===== src/rtl/cp_mode_ctrl_if.sv =====
`default_nettype none
// +----------------------------------------------------------------------------+
// | cp_mode_ctrl_if : register-block, buffer and AES-core bus for cp_mode_ctrl   |
// | Revision 1.0                                                                 |
// +----------------------------------------------------------------------------+
interface cp_mode_ctrl_if #(
   parameter int DATA_W = 128,
   parameter int ADDR_W = 7,
   parameter int SIZE_W = 12
);
   logic                   iStCp;
   logic [SIZE_W-1:0]      iCpByteSize;
   logic                   iMode;
   logic [DATA_W-1:0]      iIv;
   logic [DATA_W-1:0]      iAesKey;
   logic [ADDR_W-1:0]      iRdBase;
   logic [ADDR_W-1:0]      iWrBase;
   logic                   oRdEn_CpInBuf;
   logic [ADDR_W-1:0]      oRdAddr_CpInBuf;
   logic [DATA_W-1:0]      iRdDt_CpInBuf;
   logic                   oStAes;
   logic [DATA_W-1:0]      oAesKey;
   logic [DATA_W-1:0]      oPlainText;
   logic                   iAesDone;
   logic [DATA_W-1:0]      iCpText;
   logic                   oWrEn_CpOutBuf;
   logic [DATA_W/32-1:0]   oWdSel_CpOutBuf;
   logic [ADDR_W-1:0]      oWrAddr_CpOutBuf;
   logic [DATA_W-1:0]      oWrDt_CpOutBuf;
   logic                   oBusy;
   logic                   oCpDone;
`ifdef CP_ABORT_EN
   logic                   iAbort;
   logic                   oAborted;
`endif

   modport master (
`ifdef CP_ABORT_EN
      input  iAbort,
      output oAborted,
`endif
      input  iStCp, iCpByteSize, iMode, iIv, iAesKey, iRdBase, iWrBase,
      input  iRdDt_CpInBuf, iAesDone, iCpText,
      output oRdEn_CpInBuf, oRdAddr_CpInBuf, oStAes, oAesKey, oPlainText,
      output oWrEn_CpOutBuf, oWdSel_CpOutBuf, oWrAddr_CpOutBuf, oWrDt_CpOutBuf,
      output oBusy, oCpDone
   );

   modport slave (
`ifdef CP_ABORT_EN
      output iAbort,
      input  oAborted,
`endif
      output iStCp, iCpByteSize, iMode, iIv, iAesKey, iRdBase, iWrBase,
      output iRdDt_CpInBuf, iAesDone, iCpText,
      input  oRdEn_CpInBuf, oRdAddr_CpInBuf, oStAes, oAesKey, oPlainText,
      input  oWrEn_CpOutBuf, oWdSel_CpOutBuf, oWrAddr_CpOutBuf, oWrDt_CpOutBuf,
      input  oBusy, oCpDone
   );
endinterface
`default_nettype wire


===== src/rtl/cp_mode_ctrl.sv =====
`default_nettype none
// +----------------------------------------------------------------------------+
// | cp_mode_ctrl : ECB/CBC cipher sequencer between in-buffer, AES and out-buf   |
// | Optional abort port pair enabled by macro CP_ABORT_EN.  Revision 1.0         |
// +----------------------------------------------------------------------------+
module cp_mode_ctrl #(
   parameter int DATA_W = 128,
   parameter int ADDR_W = 7,
   parameter int SIZE_W = 12
) (
   input  logic            iClk,
   input  logic            iRsn,
   cp_mode_ctrl_if.master  bus
);
   localparam int WSEL_W  = DATA_W / 32;
   localparam int CNT_W   = ADDR_W + 1;
   localparam int MAX_BLK = 2 ** ADDR_W;

   typedef enum logic [2:0] {
      IDLE = 3'd0,
      RD   = 3'd1,
      RDW  = 3'd2,
      AES  = 3'd3,
      WR   = 3'd4,
      DONE = 3'd5
   } state_t;

   state_t              state, state_nxt;
   logic                mode, mode_nxt;
   logic [DATA_W-1:0]   chain, chain_nxt, key, key_nxt;
   logic [DATA_W-1:0]   plain, plain_nxt, wr_dt, wr_dt_nxt;
   logic [ADDR_W-1:0]   rd_base, rd_base_nxt, wr_base, wr_base_nxt;
   logic [ADDR_W-1:0]   rd_addr, rd_addr_nxt, wr_addr, wr_addr_nxt;
   logic [CNT_W-1:0]    count, count_nxt, idx, idx_nxt, blk_cnt;
   logic                rd_en, rd_en_nxt, st_aes, st_aes_nxt, wr_en, wr_en_nxt;
   logic [WSEL_W-1:0]   wdsel, wdsel_nxt;
   logic                busy, busy_nxt, cp_done, cp_done_nxt;
   logic                aborted, aborted_nxt, abort_req;
   logic [SIZE_W:0]     blk_raw;

   // Round the byte count up to whole blocks, then clamp to the buffer depth
   assign blk_raw = ({1'b0, bus.iCpByteSize} + (SIZE_W + 1)'(15)) >> 4;
   assign blk_cnt = (32'(blk_raw) > MAX_BLK) ? CNT_W'(MAX_BLK) : CNT_W'(blk_raw);

`ifdef CP_ABORT_EN
   assign abort_req    = bus.iAbort && (state != IDLE) && (state != DONE);
   assign bus.oAborted = aborted;
`else
   assign abort_req    = 1'b0;
`endif

   always_comb begin
      state_nxt   = state;
      mode_nxt    = mode;
      chain_nxt   = chain;
      key_nxt     = key;
      plain_nxt   = plain;
      wr_dt_nxt   = wr_dt;
      rd_base_nxt = rd_base;
      wr_base_nxt = wr_base;
      count_nxt   = count;
      idx_nxt     = idx;
      aborted_nxt = 1'b0;
      case (state)
         IDLE: begin
            if (bus.iStCp) begin
               mode_nxt    = bus.iMode;
               key_nxt     = bus.iAesKey;
               chain_nxt   = bus.iIv;
               rd_base_nxt = bus.iRdBase;
               wr_base_nxt = bus.iWrBase;
               count_nxt   = blk_cnt;
               idx_nxt     = '0;
               state_nxt   = (blk_cnt == '0) ? DONE : RD;
            end
         end
         RD:  state_nxt = RDW;
         RDW: begin
            plain_nxt = mode ? (bus.iRdDt_CpInBuf ^ chain) : bus.iRdDt_CpInBuf;
            state_nxt = AES;
         end
         AES: begin
            if (bus.iAesDone) begin
               wr_dt_nxt = bus.iCpText;
               if (mode) chain_nxt = bus.iCpText;
               state_nxt = WR;
            end
         end
         WR: begin
            idx_nxt   = idx + CNT_W'(1);
            state_nxt = (idx + CNT_W'(1) == count) ? DONE : RD;
         end
         DONE:    state_nxt = IDLE;
         default: state_nxt = IDLE;
      endcase

      // Abort drops the pending block: the write data/chain updates above never reach a write
      if (abort_req) begin
         state_nxt   = DONE;
         aborted_nxt = 1'b1;
      end

      rd_en_nxt   = (state_nxt == RD);
      st_aes_nxt  = (state_nxt == AES) && (state != AES);
      wr_en_nxt   = (state_nxt == WR);
      wdsel_nxt   = {WSEL_W{state_nxt == WR}};
      busy_nxt    = (state_nxt == RD) || (state_nxt == RDW) ||
                    (state_nxt == AES) || (state_nxt == WR);
      cp_done_nxt = (state_nxt == DONE);
      rd_addr_nxt = (state_nxt == RD) ? rd_base_nxt + idx_nxt[ADDR_W-1:0] : rd_addr;
      wr_addr_nxt = (state_nxt == WR) ? wr_base + idx[ADDR_W-1:0] : wr_addr;
   end

   always_ff @(posedge iClk or negedge iRsn) begin
      if (!iRsn) begin
         state   <= IDLE;
         mode    <= 1'b0;
         chain   <= '0;
         key     <= '0;
         plain   <= '0;
         wr_dt   <= '0;
         rd_base <= '0;
         wr_base <= '0;
         rd_addr <= '0;
         wr_addr <= '0;
         count   <= '0;
         idx     <= '0;
         rd_en   <= 1'b0;
         st_aes  <= 1'b0;
         wr_en   <= 1'b0;
         wdsel   <= '0;
         busy    <= 1'b0;
         cp_done <= 1'b0;
         aborted <= 1'b0;
      end else begin
         state   <= state_nxt;
         mode    <= mode_nxt;
         chain   <= chain_nxt;
         key     <= key_nxt;
         plain   <= plain_nxt;
         wr_dt   <= wr_dt_nxt;
         rd_base <= rd_base_nxt;
         wr_base <= wr_base_nxt;
         rd_addr <= rd_addr_nxt;
         wr_addr <= wr_addr_nxt;
         count   <= count_nxt;
         idx     <= idx_nxt;
         rd_en   <= rd_en_nxt;
         st_aes  <= st_aes_nxt;
         wr_en   <= wr_en_nxt;
         wdsel   <= wdsel_nxt;
         busy    <= busy_nxt;
         cp_done <= cp_done_nxt;
         aborted <= aborted_nxt;
      end
   end

   assign bus.oRdEn_CpInBuf    = rd_en;
   assign bus.oRdAddr_CpInBuf  = rd_addr;
   assign bus.oStAes           = st_aes;
   assign bus.oAesKey          = key;
   assign bus.oPlainText       = plain;
   assign bus.oWrEn_CpOutBuf   = wr_en;
   assign bus.oWdSel_CpOutBuf  = wdsel;
   assign bus.oWrAddr_CpOutBuf = wr_addr;
   assign bus.oWrDt_CpOutBuf   = wr_dt;
   assign bus.oBusy            = busy;
   assign bus.oCpDone          = cp_done;
endmodule
`default_nettype wire


===== src/flat_wrapper.sv =====
// flat-port wrapper written by rule: the top's interface ports become plain ports
module cp_mode_ctrl_flat 
#(
   parameter int DATA_W = 128,
   parameter int ADDR_W = 7,
   parameter int SIZE_W = 12
)
  (iClk, iRsn, bus_iStCp, bus_iCpByteSize, bus_iMode, bus_iIv, bus_iAesKey, bus_iRdBase, bus_iWrBase, bus_iRdDt_CpInBuf, bus_iAesDone, bus_iCpText, bus_oRdEn_CpInBuf, bus_oRdAddr_CpInBuf, bus_oStAes, bus_oAesKey, bus_oPlainText, bus_oWrEn_CpOutBuf, bus_oWdSel_CpOutBuf, bus_oWrAddr_CpOutBuf, bus_oWrDt_CpOutBuf, bus_oBusy, bus_oCpDone);
  cp_mode_ctrl_if #(.DATA_W(DATA_W), .ADDR_W(ADDR_W), .SIZE_W(SIZE_W)) bus_i ();
  input  logic iClk;
  input  logic iRsn;
  input wire logic [$bits(bus_i.iStCp)-1:0] bus_iStCp;
  input wire logic [$bits(bus_i.iCpByteSize)-1:0] bus_iCpByteSize;
  input wire logic [$bits(bus_i.iMode)-1:0] bus_iMode;
  input wire logic [$bits(bus_i.iIv)-1:0] bus_iIv;
  input wire logic [$bits(bus_i.iAesKey)-1:0] bus_iAesKey;
  input wire logic [$bits(bus_i.iRdBase)-1:0] bus_iRdBase;
  input wire logic [$bits(bus_i.iWrBase)-1:0] bus_iWrBase;
  input wire logic [$bits(bus_i.iRdDt_CpInBuf)-1:0] bus_iRdDt_CpInBuf;
  input wire logic [$bits(bus_i.iAesDone)-1:0] bus_iAesDone;
  input wire logic [$bits(bus_i.iCpText)-1:0] bus_iCpText;
  output wire logic [$bits(bus_i.oRdEn_CpInBuf)-1:0] bus_oRdEn_CpInBuf;
  output wire logic [$bits(bus_i.oRdAddr_CpInBuf)-1:0] bus_oRdAddr_CpInBuf;
  output wire logic [$bits(bus_i.oStAes)-1:0] bus_oStAes;
  output wire logic [$bits(bus_i.oAesKey)-1:0] bus_oAesKey;
  output wire logic [$bits(bus_i.oPlainText)-1:0] bus_oPlainText;
  output wire logic [$bits(bus_i.oWrEn_CpOutBuf)-1:0] bus_oWrEn_CpOutBuf;
  output wire logic [$bits(bus_i.oWdSel_CpOutBuf)-1:0] bus_oWdSel_CpOutBuf;
  output wire logic [$bits(bus_i.oWrAddr_CpOutBuf)-1:0] bus_oWrAddr_CpOutBuf;
  output wire logic [$bits(bus_i.oWrDt_CpOutBuf)-1:0] bus_oWrDt_CpOutBuf;
  output wire logic [$bits(bus_i.oBusy)-1:0] bus_oBusy;
  output wire logic [$bits(bus_i.oCpDone)-1:0] bus_oCpDone;
  assign bus_i.iStCp = bus_iStCp;
  assign bus_i.iCpByteSize = bus_iCpByteSize;
  assign bus_i.iMode = bus_iMode;
  assign bus_i.iIv = bus_iIv;
  assign bus_i.iAesKey = bus_iAesKey;
  assign bus_i.iRdBase = bus_iRdBase;
  assign bus_i.iWrBase = bus_iWrBase;
  assign bus_i.iRdDt_CpInBuf = bus_iRdDt_CpInBuf;
  assign bus_i.iAesDone = bus_iAesDone;
  assign bus_i.iCpText = bus_iCpText;
  assign bus_oRdEn_CpInBuf = bus_i.oRdEn_CpInBuf;
  assign bus_oRdAddr_CpInBuf = bus_i.oRdAddr_CpInBuf;
  assign bus_oStAes = bus_i.oStAes;
  assign bus_oAesKey = bus_i.oAesKey;
  assign bus_oPlainText = bus_i.oPlainText;
  assign bus_oWrEn_CpOutBuf = bus_i.oWrEn_CpOutBuf;
  assign bus_oWdSel_CpOutBuf = bus_i.oWdSel_CpOutBuf;
  assign bus_oWrAddr_CpOutBuf = bus_i.oWrAddr_CpOutBuf;
  assign bus_oWrDt_CpOutBuf = bus_i.oWrDt_CpOutBuf;
  assign bus_oBusy = bus_i.oBusy;
  assign bus_oCpDone = bus_i.oCpDone;
  cp_mode_ctrl #(.DATA_W(DATA_W), .ADDR_W(ADDR_W), .SIZE_W(SIZE_W)) u_core (.iClk(iClk), .iRsn(iRsn), .bus(bus_i));
endmodule

===== config.mk =====
export PLATFORM = sky130hd
export DESIGN_NAME = cp_mode_ctrl_flat
export DESIGN_NICKNAME = d
export VERILOG_FILES = /design/src/rtl/cp_mode_ctrl_if.sv /design/src/rtl/cp_mode_ctrl.sv /design/src/flat_wrapper.sv
export SDC_FILE = /design/constraint.sdc
export NUM_CORES = 1
export LEC_CHECK = 0
export BUFFER_PORTS_ARGS = -buffer_cell sky130_fd_sc_hd__buf_2
export CORE_AREA = 3 3 371 373
export CTS_BUF_LIST = sky130_fd_sc_hd__clkbuf_16
export DETAILED_ROUTE_END_ITERATION = 7
export DIE_AREA = 0 0 374 376
export GPL_TIMING_DRIVEN = 0
export PLACE_DENSITY = 0.35
export REMOVE_ABC_BUFFERS = 1
export SKIP_CTS_REPAIR_TIMING = 1
export SYNTH_ARGS = -nofsm -noshare
export SYNTH_HDL_FRONTEND = slang
export SYNTH_SLANG_ARGS = --single-unit

===== constraint.sdc =====
create_clock -name iClk -period 3.3 [get_ports iClk]
set_input_delay 0.33 -clock iClk [delete_from_list [all_inputs] [get_ports iClk]]
set_output_delay 0.33 -clock iClk [all_outputs]
set_load 0.03 [all_outputs]

==> metrics.md <==
| Metric | Value |
|---|---|
| Status | `finished, violations left` |
| Failing checks | `negative hold slack` |
| P&R area growth vs syn | `59.4%` |
| XOR/XNOR Fraction of Synth Area | `5.59%` |
| Synth unique cells | `between 50 and 60` |
| Worst Path Required | `between 3 and 4 ns` |
| CP max-delay cell | `dfrtp_2` |
| Slew Limit Fails | `0` |
| Ys Warns | `0` |
| Buf/Inv on CP | `1` |
| Fraction of registers with async set/reset | `100%` |
| Core Area | `~130000 um^2` |
| DR iter-0 viols | `slightly below 1000` |
| IO Count | `950` |
| CTS Root Cell | `clkbuf_16` |
| WS Path Type | `flip-flop to flip-flop` |
| CP arrival | `about 3.6 ns` |
| Multiplexer share of the synthesized area | `under 10%` |
| Final nets | `4599` |
| Chip height | `roughly 380 um` |
| Synthesized area | `about 24000 um^2` |
| Max frequency | `325 MHz` |
| Worst path max stage delay | `between 0.5 and 0.6 ns` |
| Hold_ws | `-0.00651 ns` |
| Crit end category | `flip-flop` |
| RSZ-0062 raised after global routing | `false` |
| Syn_area_per_cell | `9.29 um^2` |
| Post-route clock period utilization | `around 93%` |
| Clock Path Buffers | `3` |
| GRT Resource Usage Total | `15.6%` |
| Final wirelength | `approximately 120000 um` |
| CTS sink cnt | `about 570` |
| Largest family of logic cells by synthesized area | `simple AND/OR/NAND/NOR gates` |
| VDD IR max | `0.466 mV` |
| Num CTS Buffers | `77` |
| Skew final | `roughly 0.022 ns` |
| Crit-path max FO | `13` |
| HPWL Detailed | `a little under 90000 um` |
| Drt via density | `between 3 and 4` |
| Initial Util | `between 10% and 20%` |
| Post-route minimum period | `3.08 ns` |
| Die width | `~370 um` |
| Largest net degree at the start of global routing | `97` |
| Number of setup violations in the final report | `0` |
| Max_slew headroom | `between 30% and 40%` |
| Initial antenna violation count | `26` |
| Port Buffers | `approximately 950` |
| First-pass detailed-route iteration total | `5` |
| First-pass GRT wire length | `roughly 160000 um` |
| Clock transition at path regs | `0.05 ns` |
| H-tree levels | `3` |
| Die Area | `about 140000 um^2` |
| Row Count | `around 140` |
| Hold Crit Class | `input pin to flip-flop` |
| Post-Synth Simple-Gate Area | `between 20% and 30%` |
| CTS tree | `built` |
| Skew-Pair Late Insertion Delay | `0.66 ns` |
| EDFF count, synth | `0` |
| Placed cell areas | `around 32000 um^2` |
| WL per Instance | `between 15 and 20 um` |
| Final hold viol count | `1` |
| Synth Area in Compound Gates | `under 10%` |
| Synthesized-area fraction occupied by adder cells | `less than 1%` |
| Routability cong. | `slightly below 0.8` |
| Critical-path cell list | `nor4b_4 > buf_4 > nor2_1 > ha_1 > fa_1 > a21o_1 > a21oi_2 > o21bai_1 > a21oi_1 > xor3_1 > o31ai_2` |
| Max-cap viol count | `0` |
| Main flop type after synthesis | `dfrtp_1` |
| Post-route cell area | `38900 um^2` |
| Sequential share of the synthesized area | `58.0%` |
| Vias | `22900` |
| Layout cells sized above 1 | `between 20 and 30%` |
| Grt ovf | `0` |
| CP startpoint kind | `flip-flop` |
| Vias in the first global route | `roughly 22000` |
| Routed Antenna Nets | `0` |
| # DRC | `0` |
| Crit-path leading delay family | `compound AO/OA/AOI/OAI gates` |
| Tot Pwr | `between 30000 and 40000 uW` |
| Pwr dens | `between 900 and 1000 nW/um^2` |
| Leak | `approximately 0.019 uW` |
| Worst Max-Slew Pin Slew | `about 1 ns` |
| Fillers | `between 10000 and 15000` |
| Synthesized instance count | `about 2600` |
| #FFs+latches synth | `roughly 570` |
state kept, by name, summed over array words and instances (netlist names), 3 cells and up:
| name | flops |
|---|---|
| u_core.rd_base | 7 |
| u_core.idx | 8 |
| u_core.count | 8 |
| u_core.state | 3 |
| u_core.bus.oAesKey | 128 |
| u_core.wr_base | 7 |
| u_core.bus.oWrDt_CpOutBuf | 128 |
| u_core.bus.oPlainText | 128 |
| u_core.chain | 128 |
| u_core.bus.oRdAddr_CpInBuf | 7 |
| u_core.bus.oWrAddr_CpOutBuf | 7 |
cells in the mapped netlist, types with 4 or more instances:
master	count	area, um^2
nand2_1	971	3640
dfrtp_1	565	14100
a21oi_1	267	1340
nor2_1	261	980
xor2_1	141	1230
mux2i_1	128	1280
clkbuf_1	84	315
buf_2	51	255
o21ai_0	30	150
buf_1	13	48.8
ha_1	13	163
xnor2_1	12	105
inv_1	11	41.3
mux2_4	6	90.1
buf_4	5	37.5
nand3_1	5	25.0
a21o_1	4	30.0
and3_1	4	25.0
nand2b_1	4	25.0
nor3_1	4	20.0
cells by family (layout without fill, tap and decap cells):
group | count (synthesis) | after routing
xor+xnor | 154 | 154
fa+ha+maj | 15 | 15
flops | 565 | 565
mux | 134 | 134
simple gates | 1274 | 1275
compound gates | 315 | 315
other cells | 0 | 12
buf+inv | 167 | 1637
worst register-to-register path, stage by stage (launching register included):
cell and delay (ns):
dfrtp_2 0.56, nor4b_4 0.38, buf_4 0.23, nor2_1 0.09
ha_1 0.22, fa_1 0.46, a21o_1 0.19, a21oi_2 0.18
o21bai_1 0.08, a21oi_1 0.17, xor3_1 0.26, o31ai_2 0.17
cell usage in the layout, fill, tap and decap left out, types with 4 or more instances in the layout:
master / count
dfrtp_1: 561
and3_1: 4
buf_4: 27
mux2_4: 6
mux2i_1: 128
buf_2: 948
xor2_1: 141
inv_1: 25
clkinv_1: 20
nor3_1: 4
clkinv_2: 11
a21oi_1: 265
o21ai_0: 29
buf_12: 7
clkbuf_16: 77
nor2_1: 261
buf_8: 7
nand2_1: 969
a21o_1: 4
xnor2_1: 12
buf_16: 18
dlygate4sd3_1: 463
nand2b_1: 4
ha_1: 13
buf_6: 22
diode_2: 12
nand3_1: 5
inv_6: 4
metal layers:
metal  share of wire, %  track usage [%]  vias up  wire, um
met3                7.1             6.43      165      8230
met2                 48             25.8      771     55100
li1                   -                -    11200         -
met5               0.11                0        -       122
met4                3.3             5.16       20      3800
met1                 42             18.2    10700     48100
power by group:
part           total (uW)  switching [uW]  internal, uW  leakage [uW]
clock                7710            3460          4250       0.00116
combinational       18800           12800          6050        0.0113
sequential          12000            1740         10200       0.00669
worst paths after layout:
check	from	end	slack, ns	depth (start not counted)
worst max register to register	u_core.state[2]	u_core.bus.oRdAddr_CpInBuf[6]	0.22	11
max in group asynchronous	iRsn	u_core.bus.oWrDt_CpOutBuf[76]	1.17	5
worst max-delay path	u_core.state[2]	u_core.bus.oRdAddr_CpInBuf[6]	0.22	11
worst min-delay path	bus_iIv[18]	u_core.chain[18]	-0.007	3
min in group asynchronous	iRsn	u_core.bus.oWrDt_CpOutBuf[55]	0.25	2
worst min register to register	u_core.bus.oWrDt_CpOutBuf[0]	u_core.bus.oWrDt_CpOutBuf[0]	0.47	2
cell type report:
class                   instances  area, um^2  share of cell area [%]
flip-flops and latches        565       14100                    36.4
clock buffers                  77        1930                    4.96
well taps                    1781        2230                    5.73
repair buffers               1492       10600                    27.2
diodes                         12        30.0                  0.0773
clock inverters                56         315                   0.811
multi-input cells            1893        9590                    24.7
inverters                      12        52.6                   0.135
per-stage QoR:
| step | instances | setup TNS, ns | setup slack (ns) | hold WS [ns] | util (%) |
|---|---|---|---|---|---|
| 6_report | 5888 | 0 | 0.219 | -0.00651 | 28.8 |
| 5_1_grt | 5881 | 0 | 0.00891 | 0.000309 | 28.8 |
| 4_1_cts | 5401 | -8.05 | -0.366 | -0.404 | 25.2 |
| 3_5_place_dp | 5268 | -8.21 | -0.345 | 0.366 | 23.6 |
| 3_3_place_gp | 5199 | - | -23.15 | 0.455 | 22.7 |
| 2_1_floorplan | 2469 | -4959.67 | -12.12 | 0.0344 | - |
(Power assumes the default switching activity.)
